<file path="src/rtl/tl_async_source_arb_if.sv">
// Bundle of requester-side and enqueue-side handshake signals for tl_async_source_arb.
// The arbiter uses the slave modport; whatever drives requesters and the crossing uses master.
interface tl_async_source_arb_if #(
  parameter int N   = 4,
  parameter int W   = 64,
  parameter int IDW = $clog2(N)
);
  logic [N-1:0]   req_valid;
  logic [N-1:0]   req_ready;
  logic [N*W-1:0] req_bits;
  logic [N-1:0]   req_last;
  logic           out_valid;
  logic           out_ready;
  logic [W-1:0]   out_bits;
  logic           out_last;
  logic [IDW-1:0] out_id;
  logic           busy;

  modport master (
    output req_valid, req_bits, req_last, out_ready,
    input  req_ready, out_valid, out_bits, out_last, out_id, busy
  );

  modport slave (
    input  req_valid, req_bits, req_last, out_ready,
    output req_ready, out_valid, out_bits, out_last, out_id, busy
  );
endinterface

</file>
<file path="src/rtl/tl_async_source_arb.sv">
// Round-robin, message-locked arbiter sharing one AsyncQueueSource enqueue port among N requesters.
// Define TL_ASYNC_ARB_OUTREG_EN to add a one-entry register slice on the enqueue side.
module tl_async_source_arb #(
  parameter int N   = 4,
  parameter int W   = 64,
  parameter int IDW = $clog2(N)
) (
  input  logic                 clk,
  input  logic                 rst,
  tl_async_source_arb_if.slave bus
);

  typedef enum logic [0:0] {
    ST_IDLE = 1'b0,
    ST_LOCK = 1'b1
  } state_t;

  state_t         r_state;
  state_t         w_state_nxt;
  logic [IDW-1:0] r_ptr;
  logic [IDW-1:0] w_ptr_nxt;
  logic [IDW-1:0] r_owner;
  logic [IDW-1:0] w_owner_nxt;
  logic [IDW-1:0] w_grant;
  logic [IDW-1:0] w_idx;
  logic           w_found;
  logic           w_accept;
  logic           w_xfer;
  logic [W-1:0]   w_sel_bits;
  logic           w_sel_last;

  function automatic logic [IDW-1:0] rr_idx(input logic [IDW-1:0] base, input int k);
    return IDW'((int'(base) + k) % N);
  endfunction

  // Grant selection: owner while locked, else first valid searching upward from ptr.
  always_comb begin
    w_grant = {IDW{1'b0}};
    w_idx   = {IDW{1'b0}};
    w_found = 1'b0;
    case (r_state)
      ST_LOCK: begin
        w_grant = r_owner;
        w_found = bus.req_valid[r_owner];
      end
      default: begin
        for (int k = N - 1; k >= 0; k--) begin
          w_idx   = rr_idx(r_ptr, k);
          w_grant = bus.req_valid[w_idx] ? w_idx : w_grant;
        end
        w_found = |bus.req_valid;
      end
    endcase
    w_found = w_found & ~rst;
  end

  // Payload and last-flag mux of the granted requester.
  always_comb begin
    w_sel_bits = {W{1'b0}};
    w_sel_last = 1'b0;
    for (int i = 0; i < N; i++) begin
      w_sel_bits = (w_grant == IDW'(i)) ? bus.req_bits[i*W +: W] : w_sel_bits;
      w_sel_last = (w_grant == IDW'(i)) ? bus.req_last[i]        : w_sel_last;
    end
  end

`ifdef TL_ASYNC_ARB_OUTREG_EN
  logic           r_out_valid;
  logic [W-1:0]   r_out_bits;
  logic           r_out_last;
  logic [IDW-1:0] r_out_id;

  // The slice takes a new beat whenever it is empty or draining this cycle.
  assign w_accept = ~r_out_valid | bus.out_ready;

  // Output slice registers; a non-accepting cycle holds the current beat.
  always_ff @(posedge clk or posedge rst) begin
    if (rst) begin
      r_out_valid <= 1'b0;
      r_out_bits  <= {W{1'b0}};
      r_out_last  <= 1'b0;
      r_out_id    <= {IDW{1'b0}};
    end else if (w_accept) begin
      r_out_valid <= w_found;
      r_out_bits  <= w_found ? w_sel_bits : {W{1'b0}};
      r_out_last  <= w_found & w_sel_last;
      r_out_id    <= w_found ? w_grant : {IDW{1'b0}};
    end else begin
      r_out_valid <= r_out_valid;
      r_out_bits  <= r_out_bits;
      r_out_last  <= r_out_last;
      r_out_id    <= r_out_id;
    end
  end

  assign bus.out_valid = r_out_valid;
  assign bus.out_bits  = r_out_bits;
  assign bus.out_last  = r_out_last;
  assign bus.out_id    = r_out_id;
`else
  assign w_accept      = bus.out_ready;
  assign bus.out_valid = w_found;
  assign bus.out_bits  = w_found ? w_sel_bits : {W{1'b0}};
  assign bus.out_last  = w_found & w_sel_last;
  assign bus.out_id    = w_found ? w_grant : {IDW{1'b0}};
`endif

  assign w_xfer        = w_found & w_accept;
  assign bus.req_ready = w_xfer ? (N'(1) << w_grant) : {N{1'b0}};
  assign bus.busy      = (r_state == ST_LOCK);

  // Lock on a non-last beat; a last beat releases and moves priority past the winner.
  always_comb begin
    w_state_nxt = r_state;
    w_ptr_nxt   = r_ptr;
    w_owner_nxt = r_owner;
    if (w_xfer && w_sel_last) begin
      w_state_nxt = ST_IDLE;
      w_ptr_nxt   = rr_idx(w_grant, 1);
    end else if (w_xfer) begin
      w_state_nxt = ST_LOCK;
      w_owner_nxt = w_grant;
    end else begin
      w_state_nxt = r_state;
    end
  end

  // Arbiter state registers.
  always_ff @(posedge clk or posedge rst) begin
    if (rst) begin
      r_state <= ST_IDLE;
      r_ptr   <= {IDW{1'b0}};
      r_owner <= {IDW{1'b0}};
    end else begin
      r_state <= w_state_nxt;
      r_ptr   <= w_ptr_nxt;
      r_owner <= w_owner_nxt;
    end
  end

endmodule
</file>
<file path="src/flat_wrapper.sv">
// flat-port wrapper written by rule: the top's interface ports become plain ports
module tl_async_source_arb_flat 
#(
  parameter int N   = 4,
  parameter int W   = 64,
  parameter int IDW = $clog2(N)
)
  (clk, rst, bus_req_valid, bus_req_bits, bus_req_last, bus_out_ready, bus_req_ready, bus_out_valid, bus_out_bits, bus_out_last, bus_out_id, bus_busy);
  tl_async_source_arb_if #(.N(N), .W(W), .IDW(IDW)) bus_i ();
  input  logic clk;
  input  logic rst;
  input wire logic [$bits(bus_i.req_valid)-1:0] bus_req_valid;
  input wire logic [$bits(bus_i.req_bits)-1:0] bus_req_bits;
  input wire logic [$bits(bus_i.req_last)-1:0] bus_req_last;
  input wire logic [$bits(bus_i.out_ready)-1:0] bus_out_ready;
  output wire logic [$bits(bus_i.req_ready)-1:0] bus_req_ready;
  output wire logic [$bits(bus_i.out_valid)-1:0] bus_out_valid;
  output wire logic [$bits(bus_i.out_bits)-1:0] bus_out_bits;
  output wire logic [$bits(bus_i.out_last)-1:0] bus_out_last;
  output wire logic [$bits(bus_i.out_id)-1:0] bus_out_id;
  output wire logic [$bits(bus_i.busy)-1:0] bus_busy;
  assign bus_i.req_valid = bus_req_valid;
  assign bus_i.req_bits = bus_req_bits;
  assign bus_i.req_last = bus_req_last;
  assign bus_i.out_ready = bus_out_ready;
  assign bus_req_ready = bus_i.req_ready;
  assign bus_out_valid = bus_i.out_valid;
  assign bus_out_bits = bus_i.out_bits;
  assign bus_out_last = bus_i.out_last;
  assign bus_out_id = bus_i.out_id;
  assign bus_busy = bus_i.busy;
  tl_async_source_arb #(.N(N), .W(W), .IDW(IDW)) u_core (.clk(clk), .rst(rst), .bus(bus_i));
endmodule
</file>
<file path="config.mk">
export PLATFORM = sky130hd
export DESIGN_NAME = tl_async_source_arb_flat
export DESIGN_NICKNAME = d
export VERILOG_FILES = /design/src/rtl/tl_async_source_arb_if.sv /design/src/rtl/tl_async_source_arb.sv /design/src/flat_wrapper.sv
export SDC_FILE = /design/constraint.sdc
export NUM_CORES = 1
export LEC_CHECK = 0
export CORE_AREA = 2 2 131 133
export CTS_BUF_LIST = sky130_fd_sc_hd__clkbuf_4
export CTS_CLUSTER_DIAMETER = 60
export DETAILED_ROUTE_END_ITERATION = 16
export DIE_AREA = 0 0 133 135
export DONT_BUFFER_PORTS = 1
export PLACE_DENSITY_LB_ADDON = 0.1
export SLEW_MARGIN = 15
export SYNTH_ARGS = -nofsm -noshare
export SYNTH_HDL_FRONTEND = slang
export SYNTH_SLANG_ARGS = --single-unit
</file>
<file path="constraint.sdc">
create_clock -name clk -period 5.69 [get_ports clk]
set_input_delay 1.138 -clock clk [delete_from_list [all_inputs] [get_ports clk]]
set_output_delay 1.138 -clock clk [all_outputs]
set_load 0.005 [all_outputs]
</file>
# Word-level counts from Yosys, hierarchy flattened
# Cells that the tools add are included.
# word_totals
wordCells	55
in_bits	267
output_inout_bits	73
regBits	5
# classes
n_eq_ne	3
shifts	1
n_mux	29
order_cmp	5
n_reduce_logical	5
n_bitwise	5
add_sub_neg	4
# op_table
cell	count
$mux 64	5
$lt 2x3->1 const B	5
$mux 1	12
$mux 2	6
$bmux 1 s2	5
$add 2x1->2 const B	2
$add 2x2->2 const B	2
$eq 2x2->1 const B	2
$mux 4	1
$reduce_or 4->1	1
$shl 1x2->4 const A	1
$and 1x1->1	3
$eq 2x1->1 const B	1
$logic_not 2->1	1
$not 1->1	2
$reduce_and 2->1	1
$reduce_bool 2->1	1
$logic_and 1x1->1	1

# Depth between registers and ports, before layout
# Gate-level depths: netlist (run 1).
# logic_depth
ltp_word	16
mapped_depth	13
depth_no_buf	11

# Worst setup path after synthesis (run 1)
# Ideal clock, no wire load.
# synth_path
kind	input to output
startpoint	in bus_req_valid[0]
endpoint	out bus_out_bits[22]
path_stages	13
required_time_ns	4.552
path_slack_ns	1.338
arrival_time_ns	3.214
path_buffers	2
cell_sequence	inv_1 > o21ai_0 > o21ai_0 > a221oi_1 > inv_1 > ha_1 > nor2b_1 > buf_2 > clkbuf_1 > a221oi_1 > nor3_1 > a21oi_1 > nor2_1
# synth_between
elab_chain_cells	13
word_cells_on_any_way	27
classes_between	eq/ne (3); mux (21); bitwise (1); reduce/logical (2)
# synth_rtl
element	line_no	source
start, declared	flat_wrapper.sv:12	input wire logic [$bits(bus_i.req_valid)-1:0] bus_req_valid;
$bmux 1 s2	tl_async_source_arb.sv:49	w_grant = bus.req_valid[w_idx] ? w_idx : w_grant;
$mux 1 (not written as such)	tl_async_source_arb.sv:49	
$mux 2 (3 in series)	tl_async_source_arb.sv:49	
$mux 2 *	tl_async_source_arb.sv:49	
$mux 2 *	tl_async_source_arb.sv:41	case (r_state)
via u_core.w_grant[0]	tl_async_source_arb.sv:24	logic [IDW-1:0] w_grant;
$logic_not 2->1	tl_async_source_arb.sv:62	w_sel_bits = (w_grant == IDW'(i)) ? bus.req_bits[i*W +: W] : w_sel_bits;
$mux 64 (3 in series)	tl_async_source_arb.sv:62	
$mux 64 *	tl_async_source_arb.sv:62	
$mux 64 *	tl_async_source_arb.sv:103	assign bus.out_bits = w_found ? w_sel_bits : {W{1'b0}};
end, declared	flat_wrapper.sv:18	output wire logic [$bits(bus_i.out_bits)-1:0] bus_out_bits;
# The timed path passes the listed nets; every way through them passes the cells marked *. The select of a mux whose other input is x is not followed.

# Final worst setup path (run 1)
# layout_path
startpoint	in bus_req_valid[1]
endpoint	out bus_out_bits[26]
# The elaborated chain is that of the path after synthesis.

==> results_dict.tcl, run 1 <==
set metrics [dict create \
    run_status "finished, final reports clean" \
    synth_area_leaders "sky130_fd_sc_hd__a221oi_1 (22%), sky130_fd_sc_hd__nor2b_1 (16%), sky130_fd_sc_hd__a21oi_1 (13%)" \
    globalRouteMet2Util_pct 22.9 \
    synth_flop_cell "sky130_fd_sc_hd__dfrtp_1" \
    synth-warning-count 0 \
    finalWeightedCongestion 0.757 \
    tritoncts_num_sinks 5 \
    global_route.overflow_total 0 \
    post_drt_wl_per_cell_um 19.9 \
    static-leakage-power_nw 0.894 \
    least_margin_pin_slew_ps 933 \
    path_max_fanout 52 \
    die_height_um 135 \
    fp.dieW_um 133 \
    route.antenna.remaining_nets 0 \
    vias_per_cell 5.24 \
    post-synth-top-area-fraction_pct 22.1 \
    synth_area_leader_cell "sky130_fd_sc_hd__a221oi_1" \
    layout-area-overhead-vs-synth_pct 10.9 \
    grt_busiest_layer "met2" \
    portion_of_total_power_attributed_to_sequential_cells_pct 3.6 \
    design.die.area_um2 18000 \
    cts.path.max_buffers 2 \
    rsz0062_at_grt "no" \
    kind_of_start_point_of_the_critical_path "primary input" \
    share_comb_of_total_power_pct 94.4 \
    switchingPower_mw 1.32 \
    regArea_um2 125 \
    core_area_um2 16400 \
    grt.total_usage_pct 11.8 \
    clock_tree_from_tritoncts "built" \
    setup_violations 0 \
    rows 47 \
    final_report_hold_violation_count 0 \
    fin_area_um2 2820 \
    clkPwrFrac_pct 2.0 \
    placed_instance_area_um2 2790 \
    max_clock_freq_mhz 212 \
    synth-async-reset-ratio_pct 100 \
    post_detailed_placement_half_perimeter_wirelength_um 9810 \
    timing.setup.critical_path_class "primary input to output pin" \
    sequential_share_of_the_synthesized_area_pct 4.93 \
    globalRouteMet3Util_pct 1.99 \
    antenna_found_initial 0 \
    clock_tree.root_cell "sky130_fd_sc_hd__clkbuf_4" \
    total_power_mw 2.26 \
    pins_over_their_slew_limit 0 \
    postSynthCellCount 433 \
    route.vias.total 3230 \
    totalNegativeSetupSlack_ps 0 \
    h_tree_depth 1 \
    synthesis.area_per_instance_um2 5.86 \
    detail_route.drc_violations 0 \
    num-fill-cells 1883 \
    route.final.wire_length_um 12300 \
    diodes 0 \
    yosysMostFrequentCell "sky130_fd_sc_hd__nor2_1" \
    drv_cap 0 \
    cts.repair.resized 0 \
    final_layout_size_suffix_gt1_share_pct 5.79 \
    grt_max_degree 66 \
    min_path_cells 2 \
    fin_nets 669 \
    cell_internal_pwr_mw 0.943 \
    post-cts-setup-buffers 0 \
    powerDensity_nw_per_um2 803 \
    pin_count 340 \
    max-vdd-ir-drop_uv 223 \
    io_buffer_count 0 \
    swShare_pct 58.3 \
    final_min_period_over_clock_period_pct 82.8 \
    final_period_minus_worst_setup_slack_ps 4710 \
    global_route.usage.met1_pct 12.8 \
    worstPathRequired_ps 4550 \
    clk-insertion-delay-late_ps 240 \
    slew_headroom_pct 37.5 \
    grt_pass1_vias 3105 \
    worst_setup_hold_path_clk_slew_ps 40 \
    detailedRoute.firstIterationViolations 134 \
    netlist_top_cells_count "sky130_fd_sc_hd__nor2_1 (70), sky130_fd_sc_hd__a21oi_1 (68), sky130_fd_sc_hd__nor2b_1 (65)" \
    synthDistinctLibCells 29 \
    syn_nets 704 \
    critical_path.endpoint_type "output pin" \
    cts-hold-fix-buffers 0 \
    multi_input_comb_area_um2 2220 \
    timing.hold.worst.class "flop to flop" \
    initial_core_util_pct 15.5 \
    synth-seq-cells 5 \
    worst_r2r_path_depth 11 \
    syn_area_um2 2540 \
    cts-buffers-inserted 3 \
    worst_clock_skew_ps 2.94 \
    worstPathArrival_ps 3570 \
    grt_pass1_wl_um 17000 \
    synth_enable_flop_cells 0 \
    drtPass1Iterations 4 \
]
metrics by stage:
stage                     setup WS [ps]  hold slack, ps  utilization (%)  cells
after floorplan                    1340             527                -    433
after global placement             1010             587             17.0    613
after detailed placement            964             571             17.0    613
after CTS                           966             578             17.2    617
after global routing                748             609             17.2    617
final                               979             569             17.2    617
worst paths after layout:
kind | from | end | slack (ps)
worst min-delay path | u_core.r_owner[0] | u_core.r_owner[0] | 570
worst max-delay path | bus_req_valid[1] | bus_out_bits[26] | 980
worst min register to register | u_core.r_owner[0] | u_core.r_owner[0] | 570
min in group asynchronous | rst | u_core.r_owner[0] | 740
max in group asynchronous | rst | u_core.r_ptr[0] | 4720
worst max register to register | u_core.r_ptr[1] | u_core.r_owner[1] | 2280
cells in the final DEF, fill, tap and decap left out:
cell / n
sky130_fd_sc_hd__clkbuf_4: 4
sky130_fd_sc_hd__mux2_1: 1
sky130_fd_sc_hd__a22o_1: 1
sky130_fd_sc_hd__nand3b_1: 1
sky130_fd_sc_hd__a221oi_1: 64
sky130_fd_sc_hd__ha_1: 1
sky130_fd_sc_hd__and2_1: 6
sky130_fd_sc_hd__mux2i_1: 2
sky130_fd_sc_hd__mux2_2: 2
sky130_fd_sc_hd__dfrtp_1: 5
sky130_fd_sc_hd__buf_12: 4
sky130_fd_sc_hd__a21oi_1: 68
sky130_fd_sc_hd__o211ai_1: 1
sky130_fd_sc_hd__inv_1: 10
sky130_fd_sc_hd__nor2b_1: 64
sky130_fd_sc_hd__o21ai_0: 5
sky130_fd_sc_hd__buf_4: 6
sky130_fd_sc_hd__or4_1: 1
sky130_fd_sc_hd__o221a_2: 1
sky130_fd_sc_hd__o31ai_1: 1
sky130_fd_sc_hd__ha_2: 1
sky130_fd_sc_hd__a211o_1: 1
sky130_fd_sc_hd__o21a_1: 1
sky130_fd_sc_hd__or3b_1: 1
sky130_fd_sc_hd__nor2_1: 70
sky130_fd_sc_hd__o31ai_2: 1
sky130_fd_sc_hd__a2111oi_0: 1
sky130_fd_sc_hd__nor3_1: 64
sky130_fd_sc_hd__nor2b_4: 1
sky130_fd_sc_hd__nand2_1: 5
sky130_fd_sc_hd__o21ai_4: 1
sky130_fd_sc_hd__ha_4: 2
sequential cells by signal (all words and copies together), names as in the netlist:
name	flops
u_core.bus.busy	1
u_core.r_ptr	2
u_core.r_owner	2
power groups by stage:
stage | sequential, mW | combinational, mW | clock, mW
finish | 0.0816 | 2.13 | 0.0447
global route | 0.0857 | 2.40 | 0.0503
CTS | 0.0827 | 2.15 | 0.0468
detailed placement | 0.0833 | 2.14 | 0
global placement | 0.0848 | 2.14 | 0
floorplan | 0.0726 | 1.67 | 0
worst max-delay path: stages:
cell and delay, ps:
sky130_fd_sc_hd__nor2_1 20, sky130_fd_sc_hd__a2111oi_0 420, sky130_fd_sc_hd__a221oi_1 120, sky130_fd_sc_hd__inv_1 160
sky130_fd_sc_hd__ha_2 420, sky130_fd_sc_hd__buf_4 560, sky130_fd_sc_hd__a221oi_1 210, sky130_fd_sc_hd__nor3_1 280
sky130_fd_sc_hd__a21oi_1 70, sky130_fd_sc_hd__nor2_1 130
kinds of logic after synthesis:
kind of cell | Yosys count | synth area share (%)
AO/OA/AOI/OAI | 146 | 39.7
adder cells (fa/ha/maj) | 4 | 1.97
buffers and inverters | 60 | 9.17
flip-flops | 5 | 4.93
multiplexers | 5 | 2.12
AND/OR/NAND/NOR | 213 | 42.1
metal layers:
metal	part of all wire (%)	routed length, µm
met2	53	6510
met5	0	0
met4	2.9	353
met3	7.3	899
met1	37	4520
layout make-up:
| class | count | area share [%] |
|---|---|---|
| tap | 220 | 9.77 |
| inverter | 10 | 1.33 |
| timing repair buffer | 10 | 4.44 |
| multi-input combinational | 368 | 78.9 |
| clock buffer | 4 | 1.07 |
| sequential | 5 | 4.44 |
(Power assumes the default switching activity.)
==> run 2, diff against run 1 <==
==> constraint.sdc (replaced) <==
create_clock -name clk -period 4.8 [get_ports clk]
set_input_delay 0.96 -clock clk [delete_from_list [all_inputs] [get_ports clk]]
set_output_delay 0.96 -clock clk [all_outputs]
set_load 0.005 [all_outputs]
==> run 2 against run 1 <==
Against the previous run:
- critical path depth up 3
- clock skew up 1.2 ps
- clock power up 25%
- via count up 2.5%
- clock-buffer cell count unchanged
- routed wire length down 0.11%
- total power up 21%
- register-to-register slack worse by 780 ps
- die area unchanged
- cell area up 0.98%
- hold slack worse by 28 ps
- first-iteration DRC count up 130%
- critical endpoint unchanged
- largest power group unchanged
==> results_dict.tcl, run 2 (same netlist as run 1, synthesis figures left out) <==
set metrics [dict create \
    grt_pass1_wl_um 16900 \
    detailedRoute.firstIterationViolations 303 \
    pins_over_their_slew_limit 0 \
    powerDensity_nw_per_um2 966 \
    cts-hold-fix-buffers 0 \
    cts.path.max_buffers 2 \
    final_period_minus_worst_setup_slack_ps 4110 \
    layout_commonest_cell "sky130_fd_sc_hd__nor2_1" \
    worstSetupPathDepth 13 \
    kind_of_start_point_of_the_critical_path "primary input" \
    io_buffer_count 0 \
    num-fill-cells 1879 \
    totalNegativeSetupSlack_ps 0 \
    route.antenna.remaining_nets 0 \
    drv_cap 0 \
    finalWeightedCongestion 0.751 \
    final_min_period_over_clock_period_pct 85.6 \
    worst_slack_ps 691 \
    tritoncts_num_sinks 5 \
    clock_tree.root_cell "sky130_fd_sc_hd__clkbuf_4" \
    total_power_mw 2.75 \
    timing.setup.critical_path_class "primary input to output pin" \
    diodes 0 \
    run_status "finished, final reports clean" \
    worst_path_buffer_plus_inverter_count 4 \
    grt_pass1_vias 3136 \
    grt_max_degree 66 \
    multi_input_comb_area_um2 2220 \
    worstPathRequired_ps 3840 \
    finalCoreUtilization_pct 17.3 \
    post_detailed_placement_half_perimeter_wirelength_um 9710 \
    crit_family "simple AND/OR/NAND/NOR gates" \
    worst_r2r_startpoint "u_core.r_ptr[1]" \
    post-cts-setup-buffers 0 \
    timing.reg2reg.setup_slack_ps 1500 \
    worst_r2r_path_depth 12 \
    initial_core_util_pct 15.5 \
    h_tree_depth 1 \
    cp_slowest_stage_delay_ps 390 \
    rows 47 \
    route.vias.total 3310 \
    detail_route.drc_violations 0 \
    clock_tree_from_tritoncts "built" \
    setup_violations 0 \
    static-leakage-power_nw 0.908 \
    slew_headroom_pct 48.5 \
    clk-insertion-delay-late_ps 250 \
    rsz0062_at_grt "no" \
    drtPass1Iterations 5 \
    path_max_fanout 23 \
    regArea_um2 125 \
    antenna_found_initial 0 \
    final_report_hold_violation_count 0 \
    worst_clock_skew_ps 4.13 \
    most-common-layout-cells "sky130_fd_sc_hd__nor2_1 (70), sky130_fd_sc_hd__a21oi_1 (68), sky130_fd_sc_hd__nor2b_1 (64), sky130_fd_sc_hd__a221oi_1 (64), sky130_fd_sc_hd__nor3_1 (64)" \
    layout-area-overhead-vs-synth_pct 12.0 \
    pin_count 340 \
    final_layout_size_suffix_gt1_share_pct 6.27 \
    fp.dieW_um 133 \
    timing.hold.worst.class "primary input to asynchronous set/reset pin" \
    post_drt_wl_per_cell_um 19.8 \
    design.die.area_um2 18000 \
    cts.repair.resized 0 \
    capturing_point_of_the_worst_reg2reg_path "u_core.r_owner[1]" \
    core_area_um2 16400 \
    slowest_stage "sky130_fd_sc_hd__nor2b_4" \
    cts-buffers-inserted 3 \
    list_of_cells_traversed_by_the_critical_path "inv_1 -> o21ai_0 -> o21ai_0 -> a221oi_1 -> buf_4 -> inv_1 -> ha_2 -> nor2b_4 -> buf_12 -> a221oi_1 -> nor3_1 -> a21oi_1 -> nor2_1" \
    fin_nets 671 \
    worst_setup_hold_path_clk_slew_ps 50 \
    max-vdd-ir-drop_uv 264 \
    die_height_um 135 \
    global_route.overflow_total 0 \
    max_clock_freq_mhz 243 \
    place_worst_setup_slack_ps 685 \
    route.final.wire_length_um 12300 \
    vias_per_cell 5.35 \
    worstPathArrival_ps 3150 \
    least_margin_pin_slew_ps 769 \
    grt.total_usage_pct 11.8 \
    fin_worst_hold_slack_ps 541 \
    critical_path.endpoint_type "output pin" \
]
## run 2: changes by cell type in the layout (fill, tap and decap cells not counted), sizes merged
| cell | delta |
|---|---|
| buf | +2 |
## run 2: how the worst max path moves through the flow
stage,endpoint,slack [ps],start
after floorplan,bus_out_bits[22],800,bus_req_valid[0]
after global placement,bus_out_bits[26],670,bus_req_valid[0]
after detailed placement,bus_out_bits[26],680,bus_req_valid[1]
after CTS,bus_out_bits[26],680,bus_req_valid[1]
after global routing,bus_out_bits[26],390,bus_req_valid[1]
final,bus_out_bits[26],690,bus_req_valid[0]
## run 2: cell type report
class / instances / share of cell area (%)
inverter: 10 / 1.32
sequential: 5 / 4.40
multi-input combinational: 368 / 78.2
tap: 220 / 9.68
clock buffer: 4 / 1.06
timing repair buffer: 12 / 5.37
## run 2: metal layers
metal	up-vias	wire length (µm)	track usage [%]
met1	1516	4480	13.2
met2	221	6500	22.8
met3	32	853	1.05
li1	1541	-	-
met4	0	427	4.90
met5	-	0	0
## run 2: through the flow
stage	cell area, µm²	cells
after floorplan	2540	433
after global placement	2810	615
after detailed placement	2810	615
after CTS	2840	619
after global routing	2840	619
final	2840	619
## run 2: power breakdown
group	leakage, nW	internal [mW]	switching [mW]
clock	0.0184	0.0372	0.0188
sequential	0.0602	0.0639	0.0325
combinational	0.829	1.05	1.55
